$ cat config.mk
export PLATFORM = sky130hd
export DESIGN_NAME = hazard_ctrl
export DESIGN_NICKNAME = d
export VERILOG_FILES = /design/src/rtl/hazard_pkg.sv /design/src/rtl/load_use_detect.sv /design/src/rtl/hazard_ctrl.sv
export SDC_FILE = /design/constraint.sdc
export NUM_CORES = 1
export LEC_CHECK = 0
export BUFFER_PORTS_ARGS = -buffer_cell sky130_fd_sc_hd__clkbuf_2
export CAP_MARGIN = 5
export CORE_MARGIN = 2
export CORE_UTILIZATION = 36
export DETAILED_ROUTE_END_ITERATION = 10
export PLACE_DENSITY_LB_ADDON = 0.3
export SLEW_MARGIN = 25
export SYNTH_ARGS = -nofsm -noshare
export SYNTH_HDL_FRONTEND = slang
export SYNTH_SLANG_ARGS = --single-unit
$ cat constraint.sdc
create_clock -name clk -period 1.9 [get_ports clk]
set_input_delay 0.095 -clock clk [delete_from_list [all_inputs] [get_ports clk]]
set_output_delay 0.095 -clock clk [all_outputs]
set_load 0.01 [all_outputs]
$ cat src/rtl/hazard_pkg.sv
// Shared encodings and limits for the pipeline hazard controller.
package hazard_pkg;

  typedef enum logic [1:0] {
    START    = 2'd0,
    RUN      = 2'd1,
    MDU_WAIT = 2'd2
  } hz_state_t;

  localparam int unsigned REG_W    = 5;
  localparam int unsigned CNT_W    = 4;
  localparam int unsigned STALL_W  = 16;

  localparam logic [REG_W-1:0]   REG_ZERO      = 5'd0;
  localparam logic [STALL_W-1:0] STALL_CNT_MAX = 16'hFFFF;

endpackage

$ cat src/rtl/load_use_detect.sv
// Flags an ID-stage read of a register still being loaded by the EX instruction.
module load_use_detect
  import hazard_pkg::*;
(
  input  logic             mem_read,
  input  logic [REG_W-1:0] dst_addr,
  input  logic [REG_W-1:0] rs,
  input  logic [REG_W-1:0] rt,
  input  logic             uses_rs,
  input  logic             uses_rt,
  output logic             load_use
);

  logic rs_hit;
  logic rt_hit;

  assign rs_hit   = uses_rs && (rs == dst_addr);
  assign rt_hit   = uses_rt && (rt == dst_addr);
  // $0 is hardwired, so a load into it can never feed a consumer.
  assign load_use = mem_read && (dst_addr != REG_ZERO) && (rs_hit || rt_hit);

endmodule

$ cat src/rtl/hazard_ctrl.sv
// Stall/flush sequencer for the 5-stage pipeline: start-up flush, load-use
// bubbles, taken-branch squash and MDU freezes.
module hazard_ctrl
  import hazard_pkg::*;
#(
  parameter int unsigned STARTUP_FLUSH_CYCLES = 2,
  parameter int unsigned MDU_LATENCY          = 4
) (
  input  logic                clk,
  input  logic                rst,
  input  logic [REG_W-1:0]    Rs_ID,
  input  logic [REG_W-1:0]    Rt_ID,
  input  logic                UsesRs_ID,
  input  logic                UsesRt_ID,
  input  logic                MduStart_ID,
  input  logic                MemRead_IDEX,
  input  logic [REG_W-1:0]    RegWriteAddr_IDEX,
  input  logic                BranchTaken_EX,
  output logic                PC_Stall,
  output logic                IF_Stall,
  output logic                IF_Flush,
  output logic                ID_Stall,
  output logic                ID_Flush,
  output logic                MduBusy,
  output logic [STALL_W-1:0]  StallCycles
);

  localparam logic [CNT_W-1:0] START_CNT = CNT_W'(STARTUP_FLUSH_CYCLES);
  localparam logic [CNT_W-1:0] MDU_CNT   = CNT_W'(MDU_LATENCY - 1);

  hz_state_t        state, state_nx;
  logic [CNT_W-1:0] cnt, cnt_nx;
  logic             load_use;
  logic             in_start;

  load_use_detect u_load_use_detect (
    .mem_read (MemRead_IDEX),
    .dst_addr (RegWriteAddr_IDEX),
    .rs       (Rs_ID),
    .rt       (Rt_ID),
    .uses_rs  (UsesRs_ID),
    .uses_rt  (UsesRt_ID),
    .load_use (load_use)
  );

  always_ff @(posedge clk) begin
    if (rst) begin
      state       <= START;
      cnt         <= START_CNT;
      StallCycles <= '0;
    end else begin
      state <= state_nx;
      cnt   <= cnt_nx;
      if (PC_Stall && !in_start && (StallCycles != STALL_CNT_MAX))
        StallCycles <= StallCycles + STALL_W'(1);
    end
  end

  // Next-state and output decode; the unused encoding behaves as START.
  always_comb begin
    state_nx = state;
    cnt_nx   = cnt;
    in_start = 1'b0;
    PC_Stall = 1'b0;
    IF_Stall = 1'b0;
    IF_Flush = 1'b0;
    ID_Stall = 1'b0;
    ID_Flush = 1'b0;
    MduBusy  = 1'b0;

    case (state)
      RUN: begin
        if (BranchTaken_EX) begin
          IF_Flush = 1'b1;
          ID_Flush = 1'b1;
        end else if (load_use) begin
          PC_Stall = 1'b1;
          IF_Stall = 1'b1;
          ID_Flush = 1'b1;
        end else if (MduStart_ID) begin
          state_nx = MDU_WAIT;
          cnt_nx   = MDU_CNT;
        end
      end

      MDU_WAIT: begin
        PC_Stall = 1'b1;
        IF_Stall = 1'b1;
        ID_Stall = 1'b1;
        MduBusy  = 1'b1;
        cnt_nx   = cnt - CNT_W'(1);
        if (cnt == CNT_W'(1)) state_nx = RUN;
      end

      default: begin
        in_start = 1'b1;
        PC_Stall = 1'b1;
        IF_Flush = 1'b1;
        ID_Flush = 1'b1;
        cnt_nx   = cnt - CNT_W'(1);
        state_nx = (cnt == CNT_W'(1)) ? RUN : START;
      end
    endcase
  end

endmodule

# ---- Word level (Yosys, flattened, before mapping)
# Cells that the tools add are included.
dict set report totals {
  in_bits 22
  regBits 22
  mem_count 0
  rom_bits 0
  ramBits 0
  out_inout_bits 22
  word_cells 45
  latch_bits 0
}
dict set report classes {
  mul 0
  addsub 2
  reduce_logical 11
  n_eq_ne 10
  bitwise 0
  n_div 0
  shift 0
  magnitude_cmp 0
  n_mux 19
}
# op count
set op_table {}
lappend op_table {{16-bit by 1-bit adder with 16-bit output (second input constant)} 1}
lappend op_table {{4-bit 2-to-1 mux} 4}
lappend op_table {{16-bit != test (second input constant)} 1}
lappend op_table {{5-bit == test} 2}
lappend op_table {{2-bit 2-to-1 mux} 4}
lappend op_table {{2-bit != test (second input constant)} 4}
lappend op_table {{1-bit 2-to-1 mux} 7}
lappend op_table {{1-bit logical AND} 6}
lappend op_table {{1-bit case mux with 2 select lines} 3}
lappend op_table {{5-bit nonzero test} 1}
lappend op_table {{4-bit by 1-bit == test with 1-bit output (second input constant)} 1}
lappend op_table {{2-bit case mux with 2 select lines} 1}
lappend op_table {{4-bit AND reduction} 1}
lappend op_table {{4-bit by 1-bit subtractor with 4-bit output (second input constant)} 1}
lappend op_table {{3-bit AND reduction} 1}
lappend op_table {{2-bit by 1-bit == test with 1-bit output (second input constant)} 1}
lappend op_table {{2-bit == test (second input constant)} 1}
lappend op_table {{2-bit OR reduction} 1}
lappend op_table {{1-bit logical OR} 1}

# ---- Depth between registers and ports, before layout
dict set report logic_depth {
  depth_word 9
  mapped_depth 9
  mapped_depth_nobuf 7
}

# ---- Hierarchy
# From an unflattened synthesis, not the netlist that was laid out.
dict set report hier_totals {
  hier_cells 169
  area_unflattened_um2 1492.7
}
# module cells_per_inst seq_area_each_um2 area_each_um2 instances
set modules_own_cells {}
lappend modules_own_cells {hazard_ctrl 152 440.4 1358.8 1}
lappend modules_own_cells {load_use_detect 17 0.0 133.9 1}

# ---- Worst setup path before layout
# OpenSTA, ideal clock, no wires.
dict set report synth_path {
  kind {reg-to-reg}
  startpoint {register state[1]}
  endpoint {register StallCycles[11]}
  stages_incl_launch_ff 9
  required_ps 1784
  n_path_buf 1
  period_less_slack_ps 2013
  path_slack_ps -113
  arrival_time_ps 1897
  setup_ps 116
  cell_sequence {dfxtp_1 -> inv_1 -> ha_1 -> inv_1 -> or4b_1 -> buf_6 -> a21oi_2 -> a311oi_1 -> a41o_1}
}
dict set report synth_via {
  elab_chain_cells 4
  elab_cells_between_ends 6
  cone_classes {eq/ne (2); mux (1); reduce/logical (3)}
}
# item line
set synth_rtl {}
lappend synth_rtl {{start, declared} hazard_ctrl.sv:31} ;# hz_state_t state, state_nx;
lappend synth_rtl {{start signal, assigned} hazard_ctrl.sv:52} ;# state <= state_nx;
lappend synth_rtl {{2-bit by 1-bit == test with 1-bit output / 2-bit == test (equally long branches)} hazard_ctrl.sv:71} ;# case (state)
lappend synth_rtl {{1-bit 2-to-1 mux / 2-bit OR reduction (equally long branches)} n/a}
lappend synth_rtl {{1-bit logical AND * (2 in series)} hazard_ctrl.sv:54} ;# if (PC_Stall && !in_start && (StallCycles != STALL_CNT_MAX))
lappend synth_rtl {{end signal, assigned} hazard_ctrl.sv:55} ;# StallCycles <= StallCycles + STALL_W'(1);
lappend synth_rtl {{end, declared} hazard_ctrl.sv:25} ;# output logic [STALL_W-1:0] StallCycles
# Every way passes the cells marked *; elsewhere a longest branch is shown, timed or not.
# A chain may end at the register's enable or synchronous reset.

# ---- Final worst setup path
# Same ends and word-level chain as after synthesis.

==> out/qor.yml <==
sta:
  setup_tns_ns: 0
  fin_crit_sh_pct: 99.3
  hold_ws_ns: 0.113
  rsz0062_at_grt: "yes"
  fin_crit_ns: 1.89
  setup_viol: 0
  fmax_ghz: 0.530
  worst_pin_slew_ns: 0.528
  layout_setup_ws_ns: 0.0135
  final-hold-violation-count: 0
  skew_ns: 0.00358
  slew_headroom_pct: 64.6
  slew_violations: 0
setup_path:
  cp-start-kind: "flop"
  slowest_stage: "or4b_4"
  crit_chain: "inv_2 > ha_4 > inv_2 > or4b_4 > buf_12 > a21oi_4 > a311oi_1 > a41o_1"
  crit_path_max_fanout: 14
  path_common_cell: "inv_2"
  crit_arrival_ns: 2.05
  crit_type: "reg -> reg"
  worst_path_dominant_cell_family: "simple AND/OR/NAND/NOR gates"
  crit_buf_inv: 3
  max_stage_delay_ns: 0.54
  cp_data_required_time_ns: 2.06
  crit_path_end_kind: "flop"
power:
  p_per_area_nw_per_um2: 497
  vdd_drop_max_mv: 0.387
  power_uw: 961
  p_leak_nw: 0.823
layout:
  layout_commonest_cell: "clkbuf_2"
  synthToLayoutAreaGrowth_pct: 37.5
  multiInputGateArea_um2: 910
  fin_util_pct: 52.0
  fillers: 372
  layout.nets: 257
  antenna_cells: 0
  finalInstanceArea_um2: 1930
  seq_area_um2: 444
  fin_cells: 277
  final_cell_mix: "clkbuf_2, buf_4, nor2_1, xnor2_1, dfxtp_1"
  layout-drive-gt1-share_pct: 41.0
place:
  post-place-ws_ns: -0.224
  dp_hpwl_um: 2410
  portBuffers: 43
  dp.cells: 270
  postPlaceCellArea_um2: 1830
  gp_congestion: 0.742
grt:
  antenna_found_initial: 0
  first_global_vias: 1279
  grt_pass1_wl_um: 5650
  grt_max_degree: 25
  grt_usage_pct: 16.2
  grt-ovfl-total: 0
synth:
  async_flop_share_pct: 0
  synth-edff-count: 0
  synth_warnings: 0
  ys_ff_latch: 22
  yosys.cell_types.count: 38
  yosysSeqAreaShare_pct: 31.3
  ys.flop_type: "dfxtp_1"
  syn_area_um2: 1410
  avgSynthCellArea_um2: 8.68
  postSynthCellCount: 162
  synthesis.nets: 189
cts:
  holdBufCountCts: 0
  cts_htree_levels: 1
  cts_buffers: 3
  worstSkewPairLatency_ns: 0.26
  cts_buffer_depth: 2
  clk_pin_slew_ns: 0.08
  clock-sinks: 22
  cts-root-buf: "clkbuf_8"
  cts_tree: "built"
floorplan:
  start_util_pct: 37.8
  die_w_um: 66.5
  dieHeight_um: 66.5
  io_pins: 44
  num_rows: 22
  core-area_um2: 3720
  die-area_um2: 4420
routing:
  drt_iter0_markers: 39
  vias_per_cell: 4.90
  drt_first_pass_iters: 4
  route.detailed.drc: 0
  antenna_left: 0
  vias: 1357
  routed_wl_um: 3120
  wl_per_cell_um: 11.3
hold_path:
  min_path_type: "in -> reg"
outcome:
  status: "finished, final reports clean"
flow_run:
  cap_violations: 0
-- tightest hold or removal path, delay by kind of cell --
family          cells  cell delay [ns]
buf+inv             1             0.09
simple gates        1             0.08
compound gates      1             0.07
-- sequential cells by signal, indices dropped and copies added (netlist names) --
signal / count
StallCycles: 16
cnt: 4
state: 2
-- what timing repair did --
item / CTS / global route
setup endpoints to repair: 15 / 5
resized for setup: 6 / 1
setup buffers: 3 / 0
-- where the power goes --
| group | total, mW | internal, mW | switching, mW |
|---|---|---|---|
| Combinational | 0.135 | 0.0668 | 0.0685 |
| Clock | 0.337 | 0.185 | 0.153 |
| Sequential | 0.489 | 0.476 | 0.0127 |
| Total | 0.961 | 0.727 | 0.234 |
-- per-layer routing --
metal | vias to the layer above | routed length [um] | part of all wire, % | track usage [%]
met5 | - | 0 | 0 | 0
met1 | 621 | 1500 | 48 | 20.5
li1 | 706 | - | - | -
met3 | 2 | 122 | 3.9 | 3.55
met4 | 0 | 17 | 0.55 | 3.83
met2 | 28 | 1480 | 48 | 27.8
-- Yosys cell counts, drive strengths merged (2+ instances only) --
master / count / area share (%)
inv: 9 / 2.4
nand2: 14 / 3.7
nor3: 2 / 0.71
o21ai: 4 / 1.4
a21o: 2 / 1.1
clkbuf: 2 / 0.53
a31oi: 2 / 0.89
ha: 5 / 4.4
a211oi: 11 / 9.1
a311oi: 2 / 1.2
a21oi: 5 / 2.0
xnor2: 22 / 14
dfxtp: 22 / 31
nand3: 5 / 1.8
and4: 2 / 1.2
nand4: 5 / 2.2
and2: 3 / 1.3
a41o: 2 / 1.4
buf: 5 / 3.5
and3: 2 / 0.89
nor2: 24 / 6.4
-- path summary, 6_finish.rpt --
path / slack [ns] / start / to / depth (start not counted)
setup reg to reg: 0.01 / state[1] / StallCycles[11] / 8
hold / removal: 0.11 / MduStart_ID / state[1] / 3
setup / recovery: 0.01 / state[1] / StallCycles[11] / 8
hold reg to reg: 0.52 / state[1] / state[1] / 2
-- layout make-up --
cell class	count	share of cell area, %
clock buffers	4	2.85
flip-flops and latches	22	23.0
well taps	48	3.11
multi-input cells	124	47.1
inverters	9	1.75
repair buffers	70	22.3
-- cells by family (layout without fill, tap and decap cells) --
logic type / after synthesis / in the layout / share of synthesized area (%)
xor+xnor: 23 / 23 / 14.3
compound gates: 33 / 33 / 21.4
mux: 1 / 1 / 0.712
flops: 22 / 22 / 31.3
simple gates: 62 / 62 / 21.4
buf+inv: 16 / 83 / 6.41
fa+ha+maj: 5 / 5 / 4.45
Power figures use the tool's default switching activity.
